[src/rtl/cpu_sequencer_if.sv]
// Control bundle between the multi-cycle sequencer (master) and the datapath/memory side (slave).
// The sequencer drives all strobes, status and the retired-instruction count.
interface cpu_sequencer_if #(
    parameter int unsigned CNT_W = 16
) ();
    logic             run;
    logic [3:0]       opcode;
    logic             zero_flag;
    logic             mem_ready;

    logic             imem_req;
    logic             dmem_req;
    logic             dmem_we;
    logic             ir_load;
    logic             pc_inc;
    logic             pc_load;
    logic             alu_en;
    logic             rf_we;
    logic             wb_sel_mem;
    logic             halted;
    logic             mem_err;
    logic [2:0]       state;
    logic [CNT_W-1:0] instr_count;

    modport master (
        input  run, opcode, zero_flag, mem_ready,
        output imem_req, dmem_req, dmem_we, ir_load, pc_inc, pc_load, alu_en, rf_we,
               wb_sel_mem, halted, mem_err, state, instr_count
    );

    modport slave (
        output run, opcode, zero_flag, mem_ready,
        input  imem_req, dmem_req, dmem_we, ir_load, pc_inc, pc_load, alu_en, rf_we,
               wb_sel_mem, halted, mem_err, state, instr_count
    );
endinterface

[src/rtl/cpu_sequencer.sv]
// Multi-cycle FETCH/DECODE/EXEC/MEM/WB sequencer for the 4-bit-opcode core, with a
// req/ready memory handshake guarded by a timeout that traps into a sticky ERR state.
module cpu_sequencer #(
    parameter int unsigned MEM_TIMEOUT = 15,
    parameter int unsigned CNT_W       = 16
) (
    input logic             clk,
    input logic             rst_n,
    cpu_sequencer_if.master bus
);
    typedef enum logic [2:0] {
        StIdle   = 3'd0,
        StFetch  = 3'd1,
        StDecode = 3'd2,
        StExec   = 3'd3,
        StMem    = 3'd4,
        StWb     = 3'd5,
        StHalt   = 3'd6,
        StErr    = 3'd7
    } state_e;

    localparam int unsigned TmoW = (MEM_TIMEOUT > 1) ? $clog2(MEM_TIMEOUT) : 1;
    localparam logic [TmoW-1:0] TmoLast = TmoW'((MEM_TIMEOUT > 0) ? MEM_TIMEOUT - 1 : 0);
    localparam bit TmoEn = (MEM_TIMEOUT != 0);

    state_e           state_q;
    logic [3:0]       op_q;
    logic [TmoW-1:0]  tmo_q;
    logic [CNT_W-1:0] count_q;
    logic             mem_err_q;

    logic is_rtype, is_bne, is_load, is_store, tmo_expired;

    always_comb begin
        is_rtype    = (op_q < 4'd5);
        is_bne      = (op_q == 4'd5);
        is_load     = (op_q == 4'd6);
        is_store    = (op_q == 4'd7);
        // The wait cycle that would be the MEM_TIMEOUT-th without mem_ready.
        tmo_expired = TmoEn && (tmo_q == TmoLast);
    end

    always_ff @(posedge clk or negedge rst_n) begin
        if (!rst_n) begin
            state_q   <= StIdle;
            op_q      <= 4'd0;
            tmo_q     <= '0;
            count_q   <= '0;
            mem_err_q <= 1'b0;
        end else begin
            // Counter is zero on every entry to FETCH/MEM; only a stalled wait advances it.
            tmo_q <= '0;
            case (state_q)
                StIdle: begin
                    if (bus.run) state_q <= StFetch;
                end
                StFetch: begin
                    if (bus.mem_ready) begin
                        state_q <= StDecode;
                    end else if (tmo_expired) begin
                        state_q   <= StErr;
                        mem_err_q <= 1'b1;
                    end else if (TmoEn) begin
                        tmo_q <= tmo_q + 1'b1;
                    end
                end
                StDecode: begin
                    op_q <= bus.opcode;
                    if (bus.opcode == 4'hF) begin
                        state_q <= StHalt;
                        count_q <= count_q + 1'b1;
                    end else begin
                        state_q <= StExec;
                    end
                end
                StExec: begin
                    if (is_rtype) begin
                        state_q <= StWb;
                    end else if (is_load || is_store) begin
                        state_q <= StMem;
                    end else begin
                        count_q <= count_q + 1'b1;
                        state_q <= bus.run ? StFetch : StIdle;
                    end
                end
                StMem: begin
                    if (bus.mem_ready) begin
                        if (is_load) begin
                            state_q <= StWb;
                        end else begin
                            count_q <= count_q + 1'b1;
                            state_q <= bus.run ? StFetch : StIdle;
                        end
                    end else if (tmo_expired) begin
                        state_q   <= StErr;
                        mem_err_q <= 1'b1;
                    end else if (TmoEn) begin
                        tmo_q <= tmo_q + 1'b1;
                    end
                end
                StWb: begin
                    count_q <= count_q + 1'b1;
                    state_q <= bus.run ? StFetch : StIdle;
                end
                default: ;  // HALT and ERR are left only through reset
            endcase
        end
    end

    always_comb begin
        bus.imem_req    = (state_q == StFetch);
        bus.ir_load     = (state_q == StFetch) && bus.mem_ready;
        bus.pc_inc      = (state_q == StFetch) && bus.mem_ready;
        bus.alu_en      = (state_q == StExec);
        bus.pc_load     = (state_q == StExec) && is_bne && !bus.zero_flag;
        bus.dmem_req    = (state_q == StMem);
        bus.dmem_we     = (state_q == StMem) && is_store;
        bus.rf_we       = (state_q == StWb);
        bus.wb_sel_mem  = (state_q == StWb) && is_load;
        bus.halted      = (state_q == StHalt);
        bus.mem_err     = mem_err_q;
        bus.state       = state_q;
        bus.instr_count = count_q;
    end
endmodule

[src/flat_wrapper.sv]
// flat-port wrapper written by rule: the top's interface ports become plain ports
module cpu_sequencer_flat 
#(
    parameter int unsigned MEM_TIMEOUT = 15,
    parameter int unsigned CNT_W       = 16
)
  (clk, rst_n, bus_run, bus_opcode, bus_zero_flag, bus_mem_ready, bus_imem_req, bus_dmem_req, bus_dmem_we, bus_ir_load, bus_pc_inc, bus_pc_load, bus_alu_en, bus_rf_we, bus_wb_sel_mem, bus_halted, bus_mem_err, bus_state, bus_instr_count);
  cpu_sequencer_if #(.CNT_W(CNT_W)) bus_i ();
  input logic clk;
  input logic rst_n;
  input wire logic [$bits(bus_i.run)-1:0] bus_run;
  input wire logic [$bits(bus_i.opcode)-1:0] bus_opcode;
  input wire logic [$bits(bus_i.zero_flag)-1:0] bus_zero_flag;
  input wire logic [$bits(bus_i.mem_ready)-1:0] bus_mem_ready;
  output wire logic [$bits(bus_i.imem_req)-1:0] bus_imem_req;
  output wire logic [$bits(bus_i.dmem_req)-1:0] bus_dmem_req;
  output wire logic [$bits(bus_i.dmem_we)-1:0] bus_dmem_we;
  output wire logic [$bits(bus_i.ir_load)-1:0] bus_ir_load;
  output wire logic [$bits(bus_i.pc_inc)-1:0] bus_pc_inc;
  output wire logic [$bits(bus_i.pc_load)-1:0] bus_pc_load;
  output wire logic [$bits(bus_i.alu_en)-1:0] bus_alu_en;
  output wire logic [$bits(bus_i.rf_we)-1:0] bus_rf_we;
  output wire logic [$bits(bus_i.wb_sel_mem)-1:0] bus_wb_sel_mem;
  output wire logic [$bits(bus_i.halted)-1:0] bus_halted;
  output wire logic [$bits(bus_i.mem_err)-1:0] bus_mem_err;
  output wire logic [$bits(bus_i.state)-1:0] bus_state;
  output wire logic [$bits(bus_i.instr_count)-1:0] bus_instr_count;
  assign bus_i.run = bus_run;
  assign bus_i.opcode = bus_opcode;
  assign bus_i.zero_flag = bus_zero_flag;
  assign bus_i.mem_ready = bus_mem_ready;
  assign bus_imem_req = bus_i.imem_req;
  assign bus_dmem_req = bus_i.dmem_req;
  assign bus_dmem_we = bus_i.dmem_we;
  assign bus_ir_load = bus_i.ir_load;
  assign bus_pc_inc = bus_i.pc_inc;
  assign bus_pc_load = bus_i.pc_load;
  assign bus_alu_en = bus_i.alu_en;
  assign bus_rf_we = bus_i.rf_we;
  assign bus_wb_sel_mem = bus_i.wb_sel_mem;
  assign bus_halted = bus_i.halted;
  assign bus_mem_err = bus_i.mem_err;
  assign bus_state = bus_i.state;
  assign bus_instr_count = bus_i.instr_count;
  cpu_sequencer #(.MEM_TIMEOUT(MEM_TIMEOUT), .CNT_W(CNT_W)) u_core (.clk(clk), .rst_n(rst_n), .bus(bus_i));
endmodule
[config.mk]
export PLATFORM = sky130hd
export DESIGN_NAME = cpu_sequencer_flat
export DESIGN_NICKNAME = d
export VERILOG_FILES = /design/src/rtl/cpu_sequencer_if.sv /design/src/rtl/cpu_sequencer.sv /design/src/flat_wrapper.sv
export SDC_FILE = /design/constraint.sdc
export NUM_CORES = 1
export LEC_CHECK = 0
export BUFFER_PORTS_ARGS = -buffer_cell sky130_fd_sc_hd__buf_2
export CAP_MARGIN = 20
export CELL_PAD_IN_SITES_DETAIL_PLACEMENT = 0
export CELL_PAD_IN_SITES_GLOBAL_PLACEMENT = 1
export CORE_ASPECT_RATIO = 1.5
export CORE_MARGIN = 4
export CORE_UTILIZATION = 36
export DETAILED_ROUTE_END_ITERATION = 10
export GPL_ROUTABILITY_DRIVEN = 0
export GPL_TIMING_DRIVEN = 0
export PLACE_DENSITY = 0.82
export SYNTH_ARGS = -nofsm -noshare
export SYNTH_HDL_FRONTEND = slang
export SYNTH_SLANG_ARGS = --single-unit
[constraint.sdc]
create_clock -name clk -period 1.58 [get_ports clk]
set_input_delay 0.474 -clock clk [delete_from_list [all_inputs] [get_ports clk]]
set_output_delay 0.474 -clock clk [all_outputs]
set_load 0.02 [all_outputs]
==> results of run 1 <==
==> synthesized netlist by cell type, types with 2 or more instances <==
cell type / n
a31oi_1: 2
nor3_1: 14
nand3b_1: 2
nand2b_1: 2
xor2_1: 6
nand2_1: 9
nor4b_1: 2
nand4_1: 5
nand3_1: 6
clkbuf_1: 3
a21oi_1: 3
xnor2_1: 12
and3_1: 3
ha_1: 3
inv_1: 6
dfrtp_1: 28
a21o_1: 2
nor2_1: 10
mux2_2: 4
o21ai_0: 7
==> metrics by stage <==
stage	TNS (ps)	instances
final	-3100	261
after global routing	-5220	261
after CTS	-2780	254
after detailed placement	-2940	232
after global placement	-2050	232
after floorplan	-783	149
==> registers in the layout, summed over array words and instances (netlist names) <==
register	count
u_core.bus.instr_count	16
u_core.bus.mem_err	1
u_core.bus.state	3
u_core.op_q	4
u_core.tmo_q	4
==> repair_timing <==
item                                    CTS  global route
endpoints found under the setup margin   22            27
setup buffers                            18             7
gates resized for setup                  34            20
pin swaps                                17            10
==> layer usage <==
metal  routed length [µm]  up-vias
met3                  166        4
li1                     -      672
met2                 2160       35
met1                 1560      692
met4                   40        0
met5                    0        -
==> critical path, stage by stage, from the launching register on <==
cell	delay (ps)
dfrtp_2	470
clkbuf_16	180
nor3_4	180
and3_4	200
buf_6	110
==> area by class of cell <==
class                           instances  area (µm²)
Clock buffer                            4        45.0
Multi-Input combinational cell        110         941
Tap cell                               45        56.3
Sequential cell                        28         711
Buffer                                  4        71.3
Timing Repair Buffer                   63         455
Fill cell                             332        1680
Inverter                                7        37.5
==> layout by cell type (no fill, tap or decap), types with 3 or more instances in the layout <==
master,Yosys,final
buf_2,0,28
buf_4,1,22
dfrtp_1,28,20
buf_6,0,14
xnor2_1,12,12
nand2_1,9,8
dfrtp_2,0,8
nor2_1,10,7
o21ai_0,7,7
xor2_1,6,6
nor3_4,0,5
nor3_2,0,5
nand3_1,6,5
nand4_1,5,5
clkbuf_8,0,4
inv_1,6,4
nor3_1,14,4
nor2_2,1,4
mux2_2,4,4
a21oi_1,3,3
==> where the power goes <==
group | switching (W) | leakage, nW | internal [W] | total, W
registers | 0.000247 | 0.351 | 0.000914 | 0.00116
logic | 0.00131 | 0.722 | 0.00130 | 0.00261
clock network | 0.000207 | 0.0228 | 0.000180 | 0.000387
==> path summary, 6_finish.rpt <==
path / endpoint / cells past startpoint / slack [ps] / startpoint
setup / recovery: bus_dmem_we / 4 / -290 / u_core.bus.state[1]$_DFFE_PN0P_
hold / removal: u_core.bus.instr_count[0]$_DFFE_PN0P_ / 1 / 210 / rst_n
setup reg to reg: u_core.bus.instr_count[15]$_DFFE_PN0P_ / 6 / -240 / u_core.bus.state[0]$_DFFE_PN0P_
hold reg to reg: u_core.bus.mem_err$_DFFE_PN0P_ / 1 / 460 / u_core.bus.mem_err$_DFFE_PN0P_
max in group asynchronous: u_core.bus.state[0]$_DFFE_PN0P_ / 1 / 920 / rst_n
min in group clk: u_core.op_q[1]$_DFFE_PN0P_ / 2 / 450 / bus_opcode[1]
==> kinds of logic (layout without fill, tap and decap cells) <==
logic type / after synthesis / in the layout
adder cells (fa/ha/maj): 3 / 3
multiplexers: 4 / 4
AND/OR/NAND/NOR: 62 / 62
buffers and inverters: 11 / 78
AO/OA/AOI/OAI: 23 / 23
XOR/XNOR: 18 / 18
flip-flops: 28 / 28
==> run_results.csv, run 1 <==
group,metric,value,unit
status,status,"complete, but fails checks",
status,violations,"negative setup slack",
layout,drive_gt1_frac,0.546,
timing,finalClockSkew,10.1,ps
route,antenna_left,0,
grt,grt_max_degree,29,
clock_network,cts_tree,"yes",
layout,fin_nets,229,
route,viasPerCell,5.38,
floorplan,core-area,3990,µm²
route,drt-wirelength-per-cell,15.0,µm
timing,slew_headroom,0.584,
timing,period_minus_slack,1870,ps
timing,drv_slew,0,
power,power.density,1800,nW/µm²
setup_path,worstSetupEndpointType,"output port",
job,max-cap-violations,0,
clock_network,clockRootBuffer,"clkbuf_8",
place,dp_hpwl,2640,µm
synth,synthFlopType,"dfrtp_1",
synth,synth_adder_area_share,0.0249,
layout,stdcell_area,2320,µm²
power,p_leak,1.10,nW
setup_path,required,1110,ps
synth,yosysUniqueCellTypes,40,
setup_path,path_class,"reg2out",
timing,min_period_over_period,1.18,
clock_network,clockBufferDepth,2,
synth,synth_top_area_frac,0.464,
power,ir_drop,0.00121,V
clock_network,numClockSinks,28,
route,firstDrtPassIters,4,
place,port_buffers,38,
layout,insertedDiodeCount,0,
synth,ys_seq_area_frac,0.464,
place,place_area,1850,µm²
route,wl,3930,µm
synth,synth_simple_gate_area_frac,0.230,
synth,synth_edf_count,0,
grt,grt-ovfl-total,0,
synth,synth_cells,149,
grt,use_met1,0.195,
floorplan,initial_core_util,0.378,
synth,ys_seq_elements,28,
grt,grt_pass1_vias,1386,
timing,hold_viol,0,
synth,yosys-top-cells-area,"dfrtp_1, xnor2_1, nor3_1",
timing,rsz0062_at_grt,"true",
grt,use_met2,0.273,
setup_path,critPathLaunchType,"register",
floorplan,die_y,87.3,µm
timing,setup_viol,25,
synth,synthArstFlopShare,1.00,
synth,syn_avg_cell_area,10.1,µm²
timing,holdWs,207,ps
hold_path,hold_class,"in2async",
clock_network,numCtsBuffers,3,
clock_network,ctsHoldBuffers,0,
route,drt_iter0_drc,59,
floorplan,io_pins,39,
grt,busiest_layer,"met2",
grt,met3_usage,0.0134,
grt,antenna_found_initial,0,
synth,synth.area.mux_share,0.0298,
synth,yosys_warnings,0,
synth,synth_compound_area_frac,0.117,
place,place_ws,-420,ps
grt,grtUsageTotal,0.155,
clock_network,h-tree-depth,1,
power,total_power,0.00416,W
layout,area_delta_synth_final,53.4,%
setup_path,crit_path_max_fanout,5,
layout,fin_util,0.580,
route,drc,0,
floorplan,rows,28,
clock_network,cts.clk_slew.worst_paths,90,ps
synth,synth_top_family_by_area,"simple AND/OR/NAND/NOR gates",
floorplan,fp.dieW,60.9,µm
timing,setup_ws,-292,ps
setup_path,worstPathArrival,1400,ps
synth,synth_nets,161,
floorplan,die_area,5320,µm²
synth,synth-xor-area-share,0.104,
synth,syn-cell-area,1510,µm²
clock_network,insertion_delay,270,ps
timing,fmax,534,MHz
grt,grt_pass1_wl,6370,µm
route,vias,1403,
synth,yosysTopAreaCell,"dfrtp_1",
timing,worstMarginPinSlew,624,ps
Note: power is estimated with default switching activity, not from simulation.
==> run 2, diff against run 1 <==
Settings changed: CORE_UTILIZATION 36 to 39, PLACE_DENSITY 0.82 to 0.85.
Clock period 1.58 ns to 2.1 ns, I/O delays scaled along.
==> run 2 against run 1 <==
Against the previous run: the run now ends clean; die area fell by 6.9%; register-to-register slack improved by 330 ps; cell count fell by 8.4%; combinational power fell by 48%; critical path type is now in2out; largest cell class unchanged; largest power group unchanged.
==> run_results.csv, run 2 (synthesis gave the netlist of run 1 again) <==
group,metric,value,unit
route,firstDrtPassIters,4,
place,dp_hpwl,2720,µm
floorplan,initial_core_util,0.406,
grt,grt_max_degree,29,
timing,drv_slew,0,
timing,setup_ws,65.8,ps
grt,grtUsageTotal,0.152,
timing,hold_viol,0,
clock_network,cts_tree,"yes",
layout,layout_commonest_cell,"buf_2",
grt,grt_pass1_wl,6100,µm
setup_path,cpPeakStageDelay,290,ps
route,wl,3600,µm
layout,largest_register_ffs,16,
floorplan,die_area,4950,µm²
setup_path,critPathLaunchType,"primary input",
clock_network,h-tree-depth,1,
route,drt_iter0_drc,69,
setup_path,cp_num_buf_inv,4,
place,port_buffers,38,
setup_path,slowest_stage,"nor4_4",
hold_path,hold_class,"in2async",
power,power.density,1360,nW/µm²
layout,fillerInstances,355,
setup_path,path_class,"in2out",
grt,grt-ovfl-total,0,
route,drc,0,
route,top_layer,"met4",
route,wl_met1,1500,µm
setup_path,r2r_cells,6,
floorplan,io_pins,39,
layout,area_delta_synth_final,28.8,%
setup_path,path_cells,"clkbuf_4 > inv_2 > nor4_4 > buf_4 > buf_4",
setup_path,worstSetupEndpointType,"output port",
timing,fmax,492,MHz
power,p_leak,0.946,nW
job,max-cap-violations,0,
setup_path,crit_start,"bus_mem_ready",
setup_path,crit_cells,5,
layout,final_cell_mix,"buf_2, dfrtp_1, xnor2_1",
setup_path,worstPathArrival,1400,ps
layout,fin_util,0.524,
timing,finalClockSkew,9.53,ps
grt,antenna_found_initial,0,
route,dr_wl_met2,1830,µm
route,drt-wirelength-per-cell,15.1,µm
place,place_ws,-125,ps
layout,insertedDiodeCount,0,
timing,setup_viol,0,
clock_network,clockBufferDepth,2,
power,ir_drop,0.000840,V
clock_network,numCtsBuffers,3,
setup_path,required,1470,ps
route,viasPerCell,5.53,
grt,grt_pass1_vias,1306,
clock_network,insertion_delay,280,ps
timing,slew_headroom,0.578,
status,status,"complete, no violations",
setup_path,crit_family,"buffers and inverters",
timing,rsz0062_at_grt,"false",
setup_path,path_common_cell,"buf_4",
setup_path,crit_path_max_fanout,6,
route,vias,1321,
floorplan,die_y,84.2,µm
setup_path,r2r_start,"u_core.bus.state[0]$_DFFE_PN0P_",
timing,holdWs,363,ps
clock_network,clockRootBuffer,"clkbuf_8",
floorplan,rows,27,
floorplan,fp.dieW,58.8,µm
layout,drive_gt1_frac,0.383,
clock_network,numClockSinks,28,
floorplan,core-area,3720,µm²
layout,fin_nets,209,
timing,worstMarginPinSlew,633,ps
timing,min_period_over_period,0.969,
timing,period_minus_slack,2030,ps
clock_network,cts.clk_slew.worst_paths,100,ps
route,antenna_left,0,
route,wl_met3,225,µm
## run 2: through the flow
| step | power [W] | TNS, ps | cell area (µm²) | std cells |
|---|---|---|---|---|
| 2_1_floorplan | 0.00169 | -90.1 | 1530 | 149 |
| 3_3_place_gp | 0.00200 | -88.1 | 1780 | 230 |
| 3_5_place_dp | 0.00204 | -125 | 1780 | 230 |
| 4_1_cts | 0.00258 | 0 | 1910 | 238 |
| 5_1_grt | 0.00283 | 0 | 1950 | 239 |
| 6_report | 0.00264 | 0 | 1950 | 239 |
## run 2: final timing paths
check,endpoint,slack [ps]
worst max-delay path,bus_pc_inc,70
worst min-delay path,u_core.bus.instr_count[10]$_DFFE_PN0P_,360
worst max register to register,u_core.bus.instr_count[15]$_DFFE_PN0P_,90
worst min register to register,u_core.bus.mem_err$_DFFE_PN0P_,460
max in group asynchronous,u_core.bus.state[2]$_DFFE_PN0P_,1290
min in group clk,u_core.bus.mem_err$_DFFE_PN0P_,460
## run 2: final cells by class
class                           count  area (µm²)  area share
Multi-Input combinational cell    110         807       0.415
Sequential cell                    28         704       0.362
Timing Repair Buffer               43         240       0.123
Tap cell                           43        53.8      0.0277
Clock buffer                        3        41.3      0.0212
Buffer                              4        40.0      0.0206
Clock inverter                      1        30.0      0.0154
Inverter                            7        28.8      0.0148
## run 2: repair_timing
| item | in CTS | in global routing |
|---|---|---|
| gates resized for setup | 11 | 14 |
| hold endpoints to repair | 0 | 0 |
| hold buffers | 0 | 0 |
| pin swaps | 0 | 2 |
| setup buffers | 4 | 1 |
| setup endpoints to repair | 5 | 3 |
## run 2: worst reg2reg max path: cells and delay by family (launching register included)
| family | cells | cell delay, ps |
|---|---|---|
| and+or+nand+nor | 2 | 730 |
| buffers and inverters | 1 | 160 |
| DFF | 1 | 470 |
| xor gates and xnor gates | 1 | 140 |
| AOI/OAI and AO/OA | 2 | 390 |
## run 2: power by group
part	internal [W]	total [W]	switching [W]
registers	0.000681	0.000867	0.000186
logic	0.000566	0.00135	0.000780
clock network	0.000255	0.000425	0.000170
## run 2: layer usage
metal  vias up  global-route usage
li1        624                   -
met1       644               0.199
met2        47               0.258
met3         6              0.0246
met4         0              0.0330
met5         -                   0
